## config.mk

```make
export PLATFORM = sky130hd
export DESIGN_NAME = fifo_sync_param
export DESIGN_NICKNAME = d
export VERILOG_FILES = /design/src/rtl/fifo_sync_param.sv
export SDC_FILE = /design/constraint.sdc
export NUM_CORES = 1
export LEC_CHECK = 0
export BUFFER_PORTS_ARGS = -buffer_cell sky130_fd_sc_hd__buf_2
export CORE_MARGIN = 4
export CORE_UTILIZATION = 65
export CTS_BUF_LIST = sky130_fd_sc_hd__clkbuf_16
export CTS_CLUSTER_DIAMETER = 80
export DETAILED_ROUTE_END_ITERATION = 10
export HOLD_SLACK_MARGIN = 0.06
export PLACE_DENSITY = 0.94
export REMOVE_ABC_BUFFERS = 1
export SLEW_MARGIN = 20
export SYNTH_ARGS = -nofsm -noshare
export SYNTH_HDL_FRONTEND = slang
export SYNTH_SLANG_ARGS = --single-unit
```

## constraint.sdc

```tcl
create_clock -name clock -period 4 [get_ports clock]
set_input_delay 0.2 -clock clock [delete_from_list [all_inputs] [get_ports clock]]
set_output_delay 0.2 -clock clock [all_outputs]
set_load 0.05 [all_outputs]
```

## src/rtl/fifo_sync_param.sv

```systemverilog
`default_nettype none
// ============================================================================
// Module   : fifo_sync_param
// Purpose  : Parametrised single-clock FIFO with occupancy count, almost flags
//            and sticky overflow/underflow errors.
// Revision : 1.0 - initial release
// ============================================================================
module fifo_sync_param #(
  parameter int WIDTH     = 8,
  parameter int DEPTH     = 16,
  parameter int AFULL_TH  = DEPTH - 2,
  parameter int AEMPTY_TH = 2
) (
  input  logic                   clock,
  input  logic                   reset,
  input  logic                   we,
  input  logic [WIDTH-1:0]       wr_data,
  input  logic                   re,
  input  logic                   clr_err,
  output logic [WIDTH-1:0]       data,
  output logic                   full,
  output logic                   empty,
  output logic                   almost_full,
  output logic                   almost_empty,
  output logic [$clog2(DEPTH):0] count,
  output logic                   overflow,
  output logic                   underflow
);

  localparam int c_aw = $clog2(DEPTH);
  localparam int c_cw = c_aw + 1;

  localparam logic [c_cw-1:0] c_depth     = c_cw'(DEPTH);
  localparam logic [c_cw-1:0] c_afull_th  = c_cw'(AFULL_TH);
  localparam logic [c_cw-1:0] c_aempty_th = c_cw'(AEMPTY_TH);
  localparam logic [c_cw-1:0] c_cnt_one   = c_cw'(1);
  localparam logic [c_aw-1:0] c_ptr_one   = c_aw'(1);

  logic [WIDTH-1:0] r_mem [DEPTH];
  logic [c_aw-1:0]  r_wptr;
  logic [c_aw-1:0]  r_rptr;
  logic             w_wr_ok;
  logic             w_rd_ok;

  // At full a simultaneous read frees the slot the write lands in.
  assign w_wr_ok = we && (!full || re);
  assign w_rd_ok = re && !empty;

  assign full         = (count == c_depth);
  assign empty        = (count == '0);
  assign almost_full  = (count >= c_afull_th);
  assign almost_empty = (count <= c_aempty_th);

  // Storage carries no reset; contents are meaningless once count is zero.
  always_ff @(posedge clock) begin
    if (reset && w_wr_ok) begin
      r_mem[r_wptr] <= wr_data;
    end
  end

  always_ff @(posedge clock or negedge reset) begin
    if (!reset) begin
      r_wptr    <= '0;
      r_rptr    <= '0;
      count     <= '0;
      data      <= '0;
      overflow  <= 1'b0;
      underflow <= 1'b0;
    end else begin
      if (w_wr_ok) begin
        r_wptr <= r_wptr + c_ptr_one;
      end

      if (w_rd_ok) begin
        data   <= r_mem[r_rptr];
        r_rptr <= r_rptr + c_ptr_one;
      end

      case ({w_wr_ok, w_rd_ok})
        2'b10:   count <= count + c_cnt_one;
        2'b01:   count <= count - c_cnt_one;
        default: count <= count;
      endcase

      // A new error event takes priority over a same-cycle clear.
      if (we && !w_wr_ok) begin
        overflow <= 1'b1;
      end else if (clr_err) begin
        overflow <= 1'b0;
      end

      if (re && !w_rd_ok) begin
        underflow <= 1'b1;
      end else if (clr_err) begin
        underflow <= 1'b0;
      end
    end
  end

endmodule
`default_nettype wire

```

# After elaboration in Yosys (flattened, before gate mapping)

Memories as Yosys holds them, arrays and structs flattened. A register that Yosys moved wholly into a read port is not among the register bits.
Cells that the tools add are included.

Memories kept: 1
Bits of input ports: 13
Bits in registers: 15
RAM bits: 128

Memory list:

| memory | depth | width | rd ports | clocked after memory_dff | wr ports | line | source |
|---|---|---|---|---|---|---|---|
| r_mem  | 16    | 8     | 1        | 1                        | 1        | 39   | `logic [WIDTH-1:0] r_mem [DEPTH];` |

$add $sub $neg: 4
Equality and inequality tests: 3
Order comparisons: 2
Mux-type cells: 6
Reduce and logical (&&, ||, !) cells: 15

Operators by type and width:

| kind                  | number |
|---|---|
| $pmux W5 S2           | 1 |
| $add A4 B1 Y4 const B | 2 |
| $reduce_bool A2 Y1    | 3 |
| $add A5 B1 Y5 const B | 1 |
| $eq A5 B5 Y1 const B  | 1 |
| $ge A5 B4 Y1 const B  | 1 |
| $le A5 B2 Y1 const B  | 1 |
| $logic_and A1 B1 Y1   | 5 |
| $logic_not A1 Y1      | 5 |
| $logic_not A5 Y1      | 1 |
| $mux W1               | 5 |
| $sub A5 B1 Y5 const B | 1 |
| $eq A2 B1 Y1 const B  | 1 |
| $eq A2 B2 Y1 const B  | 1 |
| $logic_or A1 B1 Y1    | 1 |

# Logic depth before layout (Yosys ltp)

Depth in word-level cells: 7
Gate-level depth with buffers: 10

# Least setup slack after synthesis

OpenSTA, ideal clock, no wires.

Path kind: reg2out
From: reg count[0]
To: out almost_empty
Arrival time: 3.191 ns
Cell stages (with the launch flop): 2
Required time: 3.800 ns
Setup slack: 0.609 ns
Path through: dfrtp_1 -> a2111oi_0

Word-level cells in the longest chain between the ends: 1

Ends and longest elaborated chain:

| what                   | line | source |
|---|---|---|
| start, declared        | 25   | `output logic [$clog2(DEPTH):0] count,` |
| start signal, assigned | 80   | `2'b10: count <= count + c_cnt_one;` |
| start signal, assigned | 81   | `2'b01: count <= count - c_cnt_one;` |
| start signal, assigned | 82   | `default: count <= count;` |
| $le A5 B2 Y1           | 52   | `assign almost_empty = (count <= c_aempty_th);` |
| end, declared          | 24   | `output logic almost_empty,` |

Every way passes these cells.

# Worst setup path in the final report

From: reg count[1]
To: reg count[4]

RTL lines:

| what                                                     | line | source |
|---|---|---|
| $logic_not A5 Y1 (*)                                     | 50   | `assign empty = (count == '0);` |
| $logic_not A1 Y1 (*)                                     | 47   | `assign w_rd_ok = re && !empty;` |
| $logic_and A1 B1 Y1 (*)                                  | 47   |  |
| net w_rd_ok                                              | 43   | `logic w_rd_ok;` |
| $eq A2 B1 Y1 / $eq A2 B2 Y1 (equally long branches)      | 79   | `case ({w_wr_ok, w_rd_ok})` |
| $pmux W5 S2 / $reduce_bool A2 Y1 (equally long branches) | -    |  |

The timed path passes the listed nets; every way through them passes the cells marked *.
A chain may end at the register's enable or synchronous reset.

==> impl_results.md <==
- Status: finished clean
- CP Max Fanout: 12
- Worst-skew pair later-pin latency: approximately 420 ps
- Crit-path leading delay family: compound AO/OA/AOI/OAI gates
- Antenna-violating nets left: 0
- Gpl congestion: about 0.84
- Clock Skew: 9.58 ps
- CP Cell Sequence: or4_4, o21ai_2, inv_1, ha_1, fa_1, a21o_1, a21oi_1, mux2i_1, xnor2_1
- Setup total negative slack: 0 ps
- I/O Pins: 32
- Peak Freq: roughly 290 MHz
- Setup crit end kind: flip-flop
- Wirelength per Cell: 25.7 um
- Worst r2r path cells: 9
- Yosys warns: 0
- Number of antenna violations at the first check in global routing: 0
- CTS buffer count: 17
- Final period util: a little under nine tenths
- Post-synthesis cell type count: 37
- DIE AREA: roughly 11000 um^2
- Row cnt: 34
- Flops & latches, synth: about 150
- Register area share after synthesis: between 70% and 80%
- Post-DR vias/cell: approximately 6.6
- Critical Path Max Stage Delay: around 610 ps
- Asr flop ratio synth: 15.2%
- CTS root buffer: clkbuf_16
- CTS Buffer Depth: 2
- Register area: roughly 4400 um^2
- Worst Max-Slew Pin Slew: 1040 ps
- PD cells: around 760 nW/um^2
- GRT Util Overall: 24.5%
- Clk sinks: between 150 and 200
- DRT iter0 DRCs: 358
- Htree depth: 4
- Area of the multi-input gates: 1530 um^2
- CTS hold repair buffers: 3
- Synth top area share: between 60% and 70%
- Peak VDD IR: 0.320 mV
- CTS tree: yes
- Vias after detailed routing: about 3200
- WP buf/inv: 1
- Post CTS Setup Buffer Count: 0
- NumNets Final: around 380
- Startpoint types: flip-flop
- Core region area: between 8000 and 9000 um^2
- Top FF cell, synth: edfxtp_1
- Port Buffers: 31
- Final Core Density: between 70% and 80%
- Final Setup Violations: 0
- DIE WIDTH: ~100 um
- EDFF count, synth: around 130
- Cell depth of the worst hold path: 3
- R2R setup slack: between 500 and 600 ps
- Routed WL: approximately 12000 um
- DR DRC count: 0
- Pin count of the biggest net entering global routing: 28
- Crit Path Class: flip-flop to flip-flop
- Met3 WL post-DR: approximately 1000 um
- Vias in the first global route: ~3300
- Worst hold margin: ~94 ps
- WP data arrival: 3740 ps
- Min-delay src: clr_err
- Clk slew on worst S/H paths: 70 ps
- Area growth syn-to-layout: 14.1%
- Synth area leaders: edfxtp_1 63%, mux4_2 12%, dfrtp_1 9.5%
- Syn avg cell area: 19.2 um^2
- Maxcap violations: 0
- Global-route wire length before repair: 19500 um
- Slowest CP cell: or4_4
- Hold Path Class: input port to flip-flop
- DP Wirelength: about 7300 um
- P_leak: about 2.5 nW
- GRT Residual Overflow: 0
- Layout cells sized above 1: between 20 and 30%
- Worst R2R Start: count[1]
- Synth Instances: between 300 and 400
- Required @ worst endpoint: around 4300 ps
- Most common cell after layout, fill and taps aside: edfxtp_1
- Hold Vio Cnt, Final: 0
- Worst r2r dst: count[4]
- Die height: 105 um
- Relative slew slack: 30.3%
- Met2 wire length: ~6500 um
- Post-synth top area cell: edfxtp_1
- CTS resizes: 0
- Pins Over Slew Limit: 0
- First-pass DRT Iterations: 5
- Commonest cells after routing, fill and taps aside: 128 x edfxtp_1, 32 x mux4_2, 31 x buf_2
- Met1 wire length: 4500 um
- Period minus WS final: roughly 3400 ps
- Hold endpoint: overflow
- Diodes inserted: 0
- Unrepaired setup endpoints after global routing: false
- DR top layer: met4
- Fillers: 417
- Mapped Area: just over 6000 um^2
- Initial core utilization: about 68%
tightest hold or removal path, cell delays in order:
cell and delay [ps]:
buf_2 90, inv_1 60, a32o_1 120
cell usage after synthesis (2+ instances only):
cell type	number
nand2_1	20
nand3b_1	2
dfrtp_1	23
xnor2_1	9
mux2_2	2
o21ai_0	4
mux2i_1	17
nand3_1	2
edfxtp_1	128
inv_1	8
buf_2	4
clkbuf_1	4
o221ai_1	7
mux4_2	32
ha_1	9
nor2_1	18
a21o_1	2
a21oi_1	2
buf_4	4
how the worst max path moves through the flow:
| stage | from | end | slack (ps) | depth (start not counted) |
|---|---|---|---|---|
| after global routing | count[1] | count[4] | 410 | 9 |
| after detailed placement | count[1] | count[4] | 720 | 9 |
| after global placement | count[1] | count[4] | 850 | 9 |
| final | count[1] | count[4] | 600 | 9 |
| after floorplan | count[0] | almost_empty | 610 | 1 |
| after CTS | count[1] | count[4] | 640 | 9 |
registers in the layout, summed over array words and instances, names as in the netlist:
name / count
count: 5
data: 8
overflow: 1
r_mem: 128
r_rptr: 4
r_wptr: 4
underflow: 1
final cells by class:
type                    count  share of cell area (%)
flip-flops and latches    151                    63.9
multi-input cells         142                    22.1
clock buffers              17                    6.15
repair buffers             38                    3.11
clock inverters            15                    2.26
well taps                 108                    1.95
inverters                   8                   0.434
through the flow:
| stage | power [mW] | instances | cell area, um^2 | setup WS [ps] |
|---|---|---|---|---|
| 4_1_cts | 5.25 | 479 | 6910 | 642 |
| 3_3_place_gp | 3.59 | 444 | 6300 | 854 |
| 2_1_floorplan | 3.25 | 301 | 5980 | 609 |
| 5_1_grt | 5.45 | 479 | 6910 | 411 |
| 3_5_place_dp | 3.66 | 444 | 6300 | 721 |
| 6_report | 5.25 | 479 | 6910 | 599 |
power by group:
group          total (mW)  internal, mW  switching [mW]
sequential           2.16          1.90           0.259
clock                1.57         0.882           0.687
combinational        1.53         0.637           0.890
total                5.25          3.42            1.84
per-layer routing:
metal	vias up	global-route usage, %
met3	33	6.04
li1	1334	-
met2	191	40.6
met1	1614	32.3
met4	0	8.55
met5	-	0
logic make-up (layout without fill, tap and decap cells):
logic type | Yosys count | count (layout) | share of synthesized area [%]
AOI/OAI and AO/OA | 20 | 20 | 2.50
xor gates and xnor gates | 10 | 10 | 1.45
adders and majority gates | 10 | 10 | 2.19
buffers and inverters | 22 | 78 | 1.82
DFF | 151 | 151 | 72.9
muxes | 51 | 51 | 15.1
and+or+nand+nor | 51 | 51 | 4.05
Power figures use the tool's default switching activity.
